### config.mk
export PLATFORM = sky130hd
export DESIGN_NAME = ps2_rx_fifo_flat
export DESIGN_NICKNAME = d
export VERILOG_FILES = /design/src/rtl/ps2_rx_fifo_if.sv /design/src/rtl/ps2_rx_fifo.sv /design/src/flat_wrapper.sv
export SDC_FILE = /design/constraint.sdc
export NUM_CORES = 1
export LEC_CHECK = 0
export ABC_AREA = 1
export CORE_MARGIN = 8
export CORE_UTILIZATION = 30
export CTS_CLUSTER_DIAMETER = 30
export DETAILED_ROUTE_END_ITERATION = 8
export PLACE_DENSITY = 0.54
export SYNTH_ARGS = -nofsm -noshare
export SYNTH_HDL_FRONTEND = slang
export SYNTH_SLANG_ARGS = --single-unit
### constraint.sdc
create_clock -name clk_50_i -period 2.6 [get_ports clk_50_i]
set_input_delay 0.26 -clock clk_50_i [delete_from_list [all_inputs] [get_ports clk_50_i]]
set_output_delay 0.26 -clock clk_50_i [all_outputs]
set_load 0.005 [all_outputs]
### src/rtl/ps2_rx_fifo_if.sv
// ps2_rx_fifo_if: consumer-side bundle of the PS/2 receiver.
// The receiver drives the master modport, the consumer the slave modport.
//
// Handshake: valid_o is high whenever the FIFO holds at least one entry, and
// data_o/break_o/ext_o then describe the head entry.  An entry is consumed on
// every rising clock edge where valid_o && ready_i.  ready_i with valid_o low
// is ignored.  valid_o never drops without a pop, and the head entry never
// changes without a pop.
interface ps2_rx_fifo_if #(
    parameter int FIFO_DEPTH = 16
);
    logic                              valid_o;
    logic                              ready_i;
    logic [7:0]                        data_o;
    logic                              break_o;
    logic                              ext_o;
    logic [$clog2(FIFO_DEPTH+1)-1:0]   count_o;
    logic                              parity_err_o;
    logic                              frame_err_o;
    logic                              overflow_o;

    modport master (
        output valid_o, data_o, break_o, ext_o, count_o,
               parity_err_o, frame_err_o, overflow_o,
        input  ready_i
    );

    modport slave (
        input  valid_o, data_o, break_o, ext_o, count_o,
               parity_err_o, frame_err_o, overflow_o,
        output ready_i
    );
endinterface

### src/rtl/ps2_rx_fifo.sv
// ps2_rx_fifo: PS/2 device-to-host receiver with a show-ahead receive FIFO.
// Both PS/2 lines are synchronised, the clock is debounced by a run-length
// filter, frames (start, 8 data LSB first, odd parity, stop) are checked and
// good bytes are pushed into the FIFO.
//
// Optional feature macro: PS2_RX_BREAK_DECODE_EN
//   defined   : 0xE0 / 0xF0 prefix bytes are absorbed into pending ext/break
//               flags that travel with the next pushed byte.
//   undefined : every accepted byte is pushed raw; break_o/ext_o are 0.
//
// dbg_state_o exposes the frame FSM state (0 IDLE, 1 DATA, 2 PARITY, 3 STOP).
module ps2_rx_fifo #(
    parameter int FILTER_LEN     = 8,
    parameter int FIFO_DEPTH     = 16,
    parameter int TIMEOUT_CYCLES = 100000
) (
    input  logic              clk_50_i,
    input  logic              rst_n_i,
    input  logic              ps2_clk_i,
    input  logic              ps2_dat_i,
    ps2_rx_fifo_if.master     rx,
    output logic [1:0]        dbg_state_o
);

    localparam int FCW = (FILTER_LEN > 2) ? $clog2(FILTER_LEN) : 1;
    localparam int TOW = $clog2(TIMEOUT_CYCLES + 1);
    localparam int AW  = $clog2(FIFO_DEPTH);
    localparam int CW  = $clog2(FIFO_DEPTH + 1);
`ifdef PS2_RX_BREAK_DECODE_EN
    localparam int EW  = 10;
`else
    localparam int EW  = 8;
`endif

    typedef enum logic [1:0] {
        S_IDLE   = 2'd0,
        S_DATA   = 2'd1,
        S_PARITY = 2'd2,
        S_STOP   = 2'd3
    } state_t;

    // synchronisers and clock filter
    logic           clk_s1, clk_s2, dat_s1, dat_s2;
    logic           filt_clk;
    logic [FCW-1:0] filt_cnt;
    logic           fall_evt;

    // frame FSM
    state_t         state;
    logic [7:0]     shift;
    logic [2:0]     bit_cnt;
    logic           par_bit;
    logic [TOW-1:0] to_cnt;
    logic           parity_err, frame_err, overflow;
`ifdef PS2_RX_BREAK_DECODE_EN
    logic           ext_pend, brk_pend;
`endif

    // FIFO
    logic [EW-1:0]  mem [FIFO_DEPTH];
    logic [AW-1:0]  wr_ptr, rd_ptr;
    logic [CW-1:0]  count;
    logic [EW-1:0]  head;
    logic [EW-1:0]  push_entry;

    // decode helpers
    logic           stop_evt, par_ok, frame_good, is_prefix;
    logic           push_req, push_ok, push_ovf, pop, full, valid;

    // Two-flop synchronisers; idle PS/2 lines are high so reset to 1.
    always_ff @(posedge clk_50_i or negedge rst_n_i) begin
        if (!rst_n_i) begin
            clk_s1 <= 1'b1;
            clk_s2 <= 1'b1;
            dat_s1 <= 1'b1;
            dat_s2 <= 1'b1;
        end else begin
            clk_s1 <= ps2_clk_i;
            clk_s2 <= clk_s1;
            dat_s1 <= ps2_dat_i;
            dat_s2 <= dat_s1;
        end
    end

    // Clock filter: flip only after FILTER_LEN consecutive differing samples;
    // a 1->0 flip raises a one-cycle falling-edge event.
    always_ff @(posedge clk_50_i or negedge rst_n_i) begin
        if (!rst_n_i) begin
            filt_clk <= 1'b1;
            filt_cnt <= '0;
            fall_evt <= 1'b0;
        end else begin
            fall_evt <= 1'b0;
            if (clk_s2 == filt_clk) begin
                filt_cnt <= '0;
            end else if (filt_cnt == FCW'(FILTER_LEN - 1)) begin
                filt_clk <= clk_s2;
                filt_cnt <= '0;
                fall_evt <= ~clk_s2;
            end else begin
                filt_cnt <= filt_cnt + FCW'(1);
            end
        end
    end

    // Frame checks and FIFO push/pop decisions for the current cycle.
    always_comb begin
        stop_evt   = (state == S_STOP) && fall_evt;
        par_ok     = ^{shift, par_bit};          // odd parity: total ones odd
        frame_good = stop_evt && par_ok && dat_s2;
        is_prefix  = 1'b0;
`ifdef PS2_RX_BREAK_DECODE_EN
        is_prefix  = (shift == 8'hE0) || (shift == 8'hF0);
        push_entry = {brk_pend, ext_pend, shift};
`else
        push_entry = shift;
`endif
        push_req   = frame_good && !is_prefix;
        valid      = (count != '0);
        full       = (count == CW'(FIFO_DEPTH));
        pop        = valid && rx.ready_i;
        push_ok    = push_req && (!full || pop);
        push_ovf   = push_req && full && !pop;
    end

    // Frame FSM with timeout; error pulses and prefix flags are registered here.
    always_ff @(posedge clk_50_i or negedge rst_n_i) begin
        if (!rst_n_i) begin
            state      <= S_IDLE;
            shift      <= 8'h00;
            bit_cnt    <= 3'd0;
            par_bit    <= 1'b0;
            to_cnt     <= '0;
            parity_err <= 1'b0;
            frame_err  <= 1'b0;
            overflow   <= 1'b0;
`ifdef PS2_RX_BREAK_DECODE_EN
            ext_pend   <= 1'b0;
            brk_pend   <= 1'b0;
`endif
        end else begin
            parity_err <= 1'b0;
            frame_err  <= 1'b0;
            overflow   <= 1'b0;
            if (state != S_IDLE && !fall_evt && to_cnt == TOW'(TIMEOUT_CYCLES - 1)) begin
                // line stalled mid-frame: abandon it
                state     <= S_IDLE;
                to_cnt    <= '0;
                frame_err <= 1'b1;
`ifdef PS2_RX_BREAK_DECODE_EN
                ext_pend  <= 1'b0;
                brk_pend  <= 1'b0;
`endif
            end else begin
                if (state == S_IDLE || fall_evt)
                    to_cnt <= '0;
                else
                    to_cnt <= to_cnt + TOW'(1);
                case (state)
                    S_IDLE: begin
                        if (fall_evt && !dat_s2) begin
                            state   <= S_DATA;
                            bit_cnt <= 3'd0;
                        end
                    end
                    S_DATA: begin
                        if (fall_evt) begin
                            shift   <= {dat_s2, shift[7:1]};
                            bit_cnt <= bit_cnt + 3'd1;
                            if (bit_cnt == 3'd7)
                                state <= S_PARITY;
                        end
                    end
                    S_PARITY: begin
                        if (fall_evt) begin
                            par_bit <= dat_s2;
                            state   <= S_STOP;
                        end
                    end
                    S_STOP: begin
                        if (fall_evt) begin
                            state <= S_IDLE;
                            if (!par_ok)
                                parity_err <= 1'b1;
                            else if (!dat_s2)
                                frame_err <= 1'b1;
                            else if (push_ovf)
                                overflow <= 1'b1;
`ifdef PS2_RX_BREAK_DECODE_EN
                            // prefixes arm flags; any other outcome consumes or drops them
                            if (frame_good && shift == 8'hE0) begin
                                ext_pend <= 1'b1;
                            end else if (frame_good && shift == 8'hF0) begin
                                brk_pend <= 1'b1;
                            end else begin
                                ext_pend <= 1'b0;
                                brk_pend <= 1'b0;
                            end
`endif
                        end
                    end
                    default: state <= S_IDLE;
                endcase
            end
        end
    end

    // FIFO storage; contents need no reset because valid gates the outputs.
    always_ff @(posedge clk_50_i) begin
        if (push_ok)
            mem[wr_ptr] <= push_entry;
    end

    // FIFO pointers and occupancy; pointers wrap naturally at FIFO_DEPTH.
    always_ff @(posedge clk_50_i or negedge rst_n_i) begin
        if (!rst_n_i) begin
            wr_ptr <= '0;
            rd_ptr <= '0;
            count  <= '0;
        end else begin
            if (push_ok)
                wr_ptr <= wr_ptr + AW'(1);
            if (pop)
                rd_ptr <= rd_ptr + AW'(1);
            case ({push_ok, pop})
                2'b10:   count <= count + CW'(1);
                2'b01:   count <= count - CW'(1);
                default: count <= count;
            endcase
        end
    end

    assign head            = mem[rd_ptr];
    assign rx.valid_o      = valid;
    assign rx.data_o       = valid ? head[7:0] : 8'h00;
`ifdef PS2_RX_BREAK_DECODE_EN
    assign rx.ext_o        = valid ? head[8] : 1'b0;
    assign rx.break_o      = valid ? head[9] : 1'b0;
`else
    assign rx.ext_o        = 1'b0;
    assign rx.break_o      = 1'b0;
`endif
    assign rx.count_o      = count;
    assign rx.parity_err_o = parity_err;
    assign rx.frame_err_o  = frame_err;
    assign rx.overflow_o   = overflow;
    assign dbg_state_o     = state;

endmodule

### src/flat_wrapper.sv
// flat-port wrapper written by rule: the top's interface ports become plain ports
module ps2_rx_fifo_flat 
#(
    parameter int FILTER_LEN     = 8,
    parameter int FIFO_DEPTH     = 16,
    parameter int TIMEOUT_CYCLES = 100000
)
  (clk_50_i, rst_n_i, ps2_clk_i, ps2_dat_i, dbg_state_o, rx_valid_o, rx_data_o, rx_break_o, rx_ext_o, rx_count_o, rx_parity_err_o, rx_frame_err_o, rx_overflow_o, rx_ready_i);
  ps2_rx_fifo_if #(.FIFO_DEPTH(FIFO_DEPTH)) rx_i ();
  input  logic clk_50_i;
  input  logic rst_n_i;
  input  logic ps2_clk_i;
  input  logic ps2_dat_i;
  output logic [1:0] dbg_state_o;
  output wire logic [$bits(rx_i.valid_o)-1:0] rx_valid_o;
  output wire logic [$bits(rx_i.data_o)-1:0] rx_data_o;
  output wire logic [$bits(rx_i.break_o)-1:0] rx_break_o;
  output wire logic [$bits(rx_i.ext_o)-1:0] rx_ext_o;
  output wire logic [$bits(rx_i.count_o)-1:0] rx_count_o;
  output wire logic [$bits(rx_i.parity_err_o)-1:0] rx_parity_err_o;
  output wire logic [$bits(rx_i.frame_err_o)-1:0] rx_frame_err_o;
  output wire logic [$bits(rx_i.overflow_o)-1:0] rx_overflow_o;
  input wire logic [$bits(rx_i.ready_i)-1:0] rx_ready_i;
  assign rx_valid_o = rx_i.valid_o;
  assign rx_data_o = rx_i.data_o;
  assign rx_break_o = rx_i.break_o;
  assign rx_ext_o = rx_i.ext_o;
  assign rx_count_o = rx_i.count_o;
  assign rx_parity_err_o = rx_i.parity_err_o;
  assign rx_frame_err_o = rx_i.frame_err_o;
  assign rx_overflow_o = rx_i.overflow_o;
  assign rx_i.ready_i = rx_ready_i;
  ps2_rx_fifo #(.FILTER_LEN(FILTER_LEN), .FIFO_DEPTH(FIFO_DEPTH), .TIMEOUT_CYCLES(TIMEOUT_CYCLES)) u_core (.clk_50_i(clk_50_i), .rst_n_i(rst_n_i), .ps2_clk_i(ps2_clk_i), .ps2_dat_i(ps2_dat_i), .rx(rx_i), .dbg_state_o(dbg_state_o));
endmodule
; After elaboration in Yosys (flattened, before gate mapping)
; Memory sizes are Yosys's and may differ from the RTL's.
; Index checks and enable logic that the tools add are counted.
[totals]
word_cells = 108
mem_bits_ro = 0
regBits = 56
memories = 1
input_bits = 5
latchBits = 0
out_inout_bits = 21
mem_bits_rw = 128
[memory_table]
columns = memory, depth, width, read_ports, rd_ports_with_merged_regs, write_ports, line
row1 = u_core.mem, 16, 8, 1, 0, 1, ps2_rx_fifo.sv:60  ; logic [EW-1:0] mem [FIFO_DEPTH];
[classes]
n_addsub = 7
shift = 0
muxes = 35
n_reduce_logical = 27
n_bitwise = 3
div_mod_pow = 0
mul = 0
n_lt_le_gt_ge = 0
eq_ne = 17
[op_table]
columns = cell, count
row1 = 17-bit 2-to-1 mux, 2
row2 = 1-bit 2-to-1 mux, 19
row3 = "17-bit by 1-bit adder with 17-bit output, second input constant", 1
row4 = "17-bit == test, second input constant", 1
row5 = 2-bit 2-to-1 mux, 6
row6 = 3-bit 2-to-1 mux, 4
row7 = 1-bit logical AND, 10
row8 = 5-bit case mux with 2 select lines, 1
row9 = "3-bit by 1-bit inequality test with 1-bit output, second input constant", 3
row10 = 9-bit XOR reduction, 1
row11 = "4-bit by 1-bit adder with 4-bit output, second input constant", 2
row12 = 8-bit 2-to-1 mux, 1
row13 = 2-bit case mux with 4 select lines, 1
row14 = "3-bit by 1-bit adder with 3-bit output, second input constant", 2
row15 = "2-bit == test, second input constant", 3
row16 = "3-bit == test, second input constant", 2
row17 = "3-bit by 2-bit inequality test with 1-bit output, second input constant", 2
row18 = 3-bit case mux with 2 select lines, 1
row19 = 3-bit AND reduction, 2
row20 = 2-bit nonzero test, 3
row21 = "5-bit by 1-bit adder with 5-bit output, second input constant", 1
row22 = "5-bit == test, second input constant", 1
row23 = 5-bit AND reduction, 1
row24 = 5-bit nonzero test, 1
row25 = other kinds (11), 18

; Depth between registers and ports, before layout
[logic_depth]
word_depth = 12
ltp_mapped = 21
ltp_nobuf = 21

; Least setup slack after synthesis
; Ideal clock, no wire load.
[synth_timing]
path_kind = register -> register
startpoint = register u_core.shift[1] (netlist: u_core.push_entry[1])
endpoint = memory u_core.mem[11][0], enable pin
setup_ns = 0.370
path_stages_with_launch = 13
t_arrival_ns = 1.914
setup_slack_ns = 0.316
required_time_ns = 2.230
period_less_slack_ns = 2.284
path_cell_list = dfrtp_1 inv_1 nand2_1 nand3_1 nand3_1 nand2_1 nand2_2 nand4_4 inv_1 nand2_2 inv_4 nand2_1 nor2_1
[synth_between]
elab_chain_len = 6
[synth_lines]
columns = item, line
row1 = start: declaration, ps2_rx_fifo.sv:50  ; logic [7:0] shift;
row2 = start signal: assignment, ps2_rx_fifo.sv:168  ; shift <= {dat_s2, shift[7:1]};
row3 = 9-bit XOR reduction, ps2_rx_fifo.sv:109  ; par_ok = ^{shift, par_bit};
row4 = 1-bit logical AND (2 in series), ps2_rx_fifo.sv:110  ; frame_good = stop_evt && par_ok && dat_s2;
row5 = 1-bit logical AND, ps2_rx_fifo.sv:122  ; push_ok = push_req && (!full || pop);
row6 = 1-bit 2-to-1 mux, ps2_rx_fifo.sv:210  ; if (push_ok)
row7 = 1-bit 2-to-1 mux (not written as such), ps2_rx_fifo.sv:211  ; mem[wr_ptr] <= push_entry;
row8 = end: declaration, ps2_rx_fifo.sv:60
; No other way between the ends.

; Worst setup path after layout
[layout_timing]
startpoint = register u_core.rd_ptr[0]
endpoint = output port rx_data_o[2]
[layout_between]
elab_chain_len = 2
[layout_lines]
columns = item, line
row1 = start: declaration, ps2_rx_fifo.sv:61  ; logic [AW-1:0] wr_ptr, rd_ptr;
row2 = start signal: assignment, ps2_rx_fifo.sv:224  ; rd_ptr <= rd_ptr + AW'(1);
row3 = memory 16 x 8 bit, -
row4 = 8-bit 2-to-1 mux, ps2_rx_fifo.sv:235  ; assign rx.data_o = valid ? head[7:0] : 8'h00;
row5 = end: declaration, flat_wrapper.sv:16  ; output wire logic [$bits(rx_i.data_o)-1:0] rx_data_o;
; No other way between the ends.

==> flow_metrics.tcl <==
set metrics [dict create \
    clk_path_buf_depth 2 \
    critPathMaxFanout 28 \
    rows 59 \
    busiest_layer "met2" \
    viasPerCell 4.76 \
    clk_latency_ns 0.44 \
    crit_path_end_kind "output pin" \
    post_drt_wl_per_cell_um 16.8 \
    totalPowerFinal_uw 9120 \
    timing.final.crit_share 1.03 \
    mostFrequentLayoutCells "edfxtp_1 (128), nor2_1 (102), o21ai_0 (93)" \
    fmax_mhz 375 \
    core_um2 26100 \
    worst-path-buf-inv 2 \
    grtUsageMet3 0.0331 \
    syn_area_um2 7950 \
    clk_pin_slew_ns 0.08 \
    cp-start-kind "register" \
    grt_overflow_total 0 \
    final_common_cell "edfxtp_1" \
    nNetsFinal 789 \
    track_usage 0.121 \
    yosysWarnings 0 \
    io_buffers 23 \
    yosysSeqAreaShare 0.661 \
    area_delta_synth_final_pct 21.1 \
    syn_inst 707 \
    worst_ir_drop_vdd_mv 0.632 \
    grtUsageMet2 0.185 \
    hold_ws_ns 0.221 \
    ios 26 \
    ys_ff_latch 184 \
    final_hold_viol_count 0 \
    initial_core_util 0.305 \
    ant_nets 0 \
    drv_slew 0 \
    die_x_um 179 \
    clock_skew_ns 0.0122 \
    cpMaxStageDelayCell "clkdlybuf4s50_1" \
    die_area_um2 31900 \
    setup_ws_ns -0.0695 \
    crit_arrival_ns 2.41 \
    remaining_drc_errors 0 \
    preCtsSetupSlack_ns 0.274 \
    clock-sinks 184 \
    critPathTopFamily "buffers and inverters" \
    fin_util 0.369 \
    use_met1 0.167 \
    grt_pass1_vias 5220 \
    grt_antenna_before_repair 0 \
    outcome "finished with violations" \
    maxCapViolCount 0 \
    rsz0062_at_grt "yes" \
    wl_mm 18.8 \
    place_congestion 0.786 \
    path_cells "buf_8, o21ai_0, o221ai_2, nand3_1, a21oi_2, clkdlybuf4s50_1" \
    cpPeakStageDelay_ns 0.51 \
    worstSetupPathType "reg2out" \
    drive_above_1_share 0.166 \
    root_buffer "clkbuf_16" \
    violations "setup timing" \
    hpwl_mm 11.9 \
    p_leak_uw 0.00363 \
    syn_area_per_cell_um2 11.2 \
    grt_pass1_wl_mm 29.5 \
    fin_crit_ns 2.67 \
    antenna_cells 0 \
    num_vias 5316 \
    cts_tree "yes" \
    die_h_um 179 \
    worstMarginPinSlew_ns 0.763 \
    hold_class "in2reg" \
    ys_types 39 \
    drtIter0Drc 323 \
    cp_data_required_time_ns 2.34 \
    grt_max_degree 57 \
    htreeDepth 4 \
    p_per_area_nw_per_um2 947 \
    drtPass1Iterations 6 \
    slew_headroom 0.489 \
    finalSetupViolCount 1 \
    numCtsBuffers 17 \
]
[per-layer routing]
metal,part of all wire,vias to the layer above
met4,0.0084,0
met5,0,-
met1,0.50,2595
li1,-,2597
met2,0.45,109
met3,0.045,15
[area by class of cell]
cell class | count | area [µm²]
fill | 2577 | 16400
sequential | 184 | 5250
multi-input combinational | 429 | 2380
timing repair buffer | 69 | 732
clock buffer | 18 | 429
tap | 335 | 419
inverter | 67 | 263
clock inverter | 14 | 150
[registers in the layout (all words and copies together), names as in the netlist, 2 cells and up]
name / cells
u_core.rd_ptr: 4
u_core.wr_ptr: 4
u_core.rx.count_o: 5
u_core.push_entry: 8
u_core.to_cnt: 17
u_core.filt_cnt: 3
u_core.mem: 128
u_core.dbg_state_o: 2
u_core.bit_cnt: 3
[path summary, 6_finish.rpt]
kind                                        from                end  slack [ns]  cells after the start
min in group asynchronous                rst_n_i  u_core.to_cnt[11]        0.37                      3
worst max-delay path            u_core.rd_ptr[0]       rx_data_o[2]       -0.07                      6
worst min-delay path                   ps2_clk_i      u_core.clk_s1        0.22                      1
worst max register to register    u_core.par_bit   u_core.mem[5][0]        0.30                     13
worst min register to register     u_core.dat_s1      u_core.dat_s2        0.36                      0
max in group asynchronous                rst_n_i    u_core.filt_clk        1.95                      3
[report_power, final]
part	total [µW]	switching, µW	internal (µW)
registers	3430	174	3250
clock network	2540	1260	1290
logic	3150	1820	1330
[worst reg2reg max path, stage by stage (launching register included)]
cell	delay (ns)
dfrtp_1	0.42
nand2_1	0.10
inv_1	0.04
nor2_1	0.10
nand2_1	0.07
nand2_1	0.10
inv_1	0.06
nand3_2	0.09
nand4_4	0.10
inv_1	0.08
nand2_2	0.07
inv_4	0.05
nand2_1	0.06
nor2_1	0.59
[through the flow]
step                std cells  setup TNS (ns)  cell area (µm²)
floorplan                 708               0             7950
global placement         1079               0             8830
detailed placement       1079               0             8830
CTS                      1113          -0.698             9470
global route             1116          -0.278             9620
finish                   1116         -0.0695             9620
[logic make-up after synthesis]
| group | synth area share |
|---|---|
| other | 0.000472 |
| AO/OA/AOI/OAI | 0.109 |
| adder cells (fa/ha/maj) | 0.0252 |
| flip-flops | 0.661 |
| AND/OR/NAND/NOR | 0.143 |
| buffers and inverters | 0.0471 |
| XOR/XNOR | 0.0142 |
[Yosys cell counts (all sizes together)]
cell type	instances	share of area
o31ai	1	0.00095
clkinv	1	0.00047
dfstp	5	0.017
o22ai	8	0.0063
inv	66	0.031
nor2	106	0.051
xnor2	2	0.0022
nand2	87	0.046
edfxtp	128	0.48
or2	1	0.00079
nor4	4	0.0050
nand4	7	0.0074
a21oi	19	0.012
dfrtp	51	0.16
ha	16	0.025
o21ai	94	0.059
a31oi	2	0.0016
o221ai	24	0.026
buf	9	0.0061
nand3	32	0.022
nor3	9	0.0082
clkbuf	19	0.0090
xor2	10	0.012
a211oi	2	0.0019
nor3b	2	0.0019
o211ai	1	0.00095
conb	1	0.00047
[repair_timing]
| action | 4_1_cts | 5_1_grt |
|---|---|---|
| pin swaps | 2 | 9 |
| gates resized for setup | 8 | 26 |
| endpoints found under the setup margin | 8 | 9 |
| cloned | 1 | 2 |
| hold buffers | 1 | 0 |
| endpoints found under the hold margin | 51 | 0 |
| setup buffers | 0 | 1 |
Note: power is estimated with default switching activity, not from simulation.
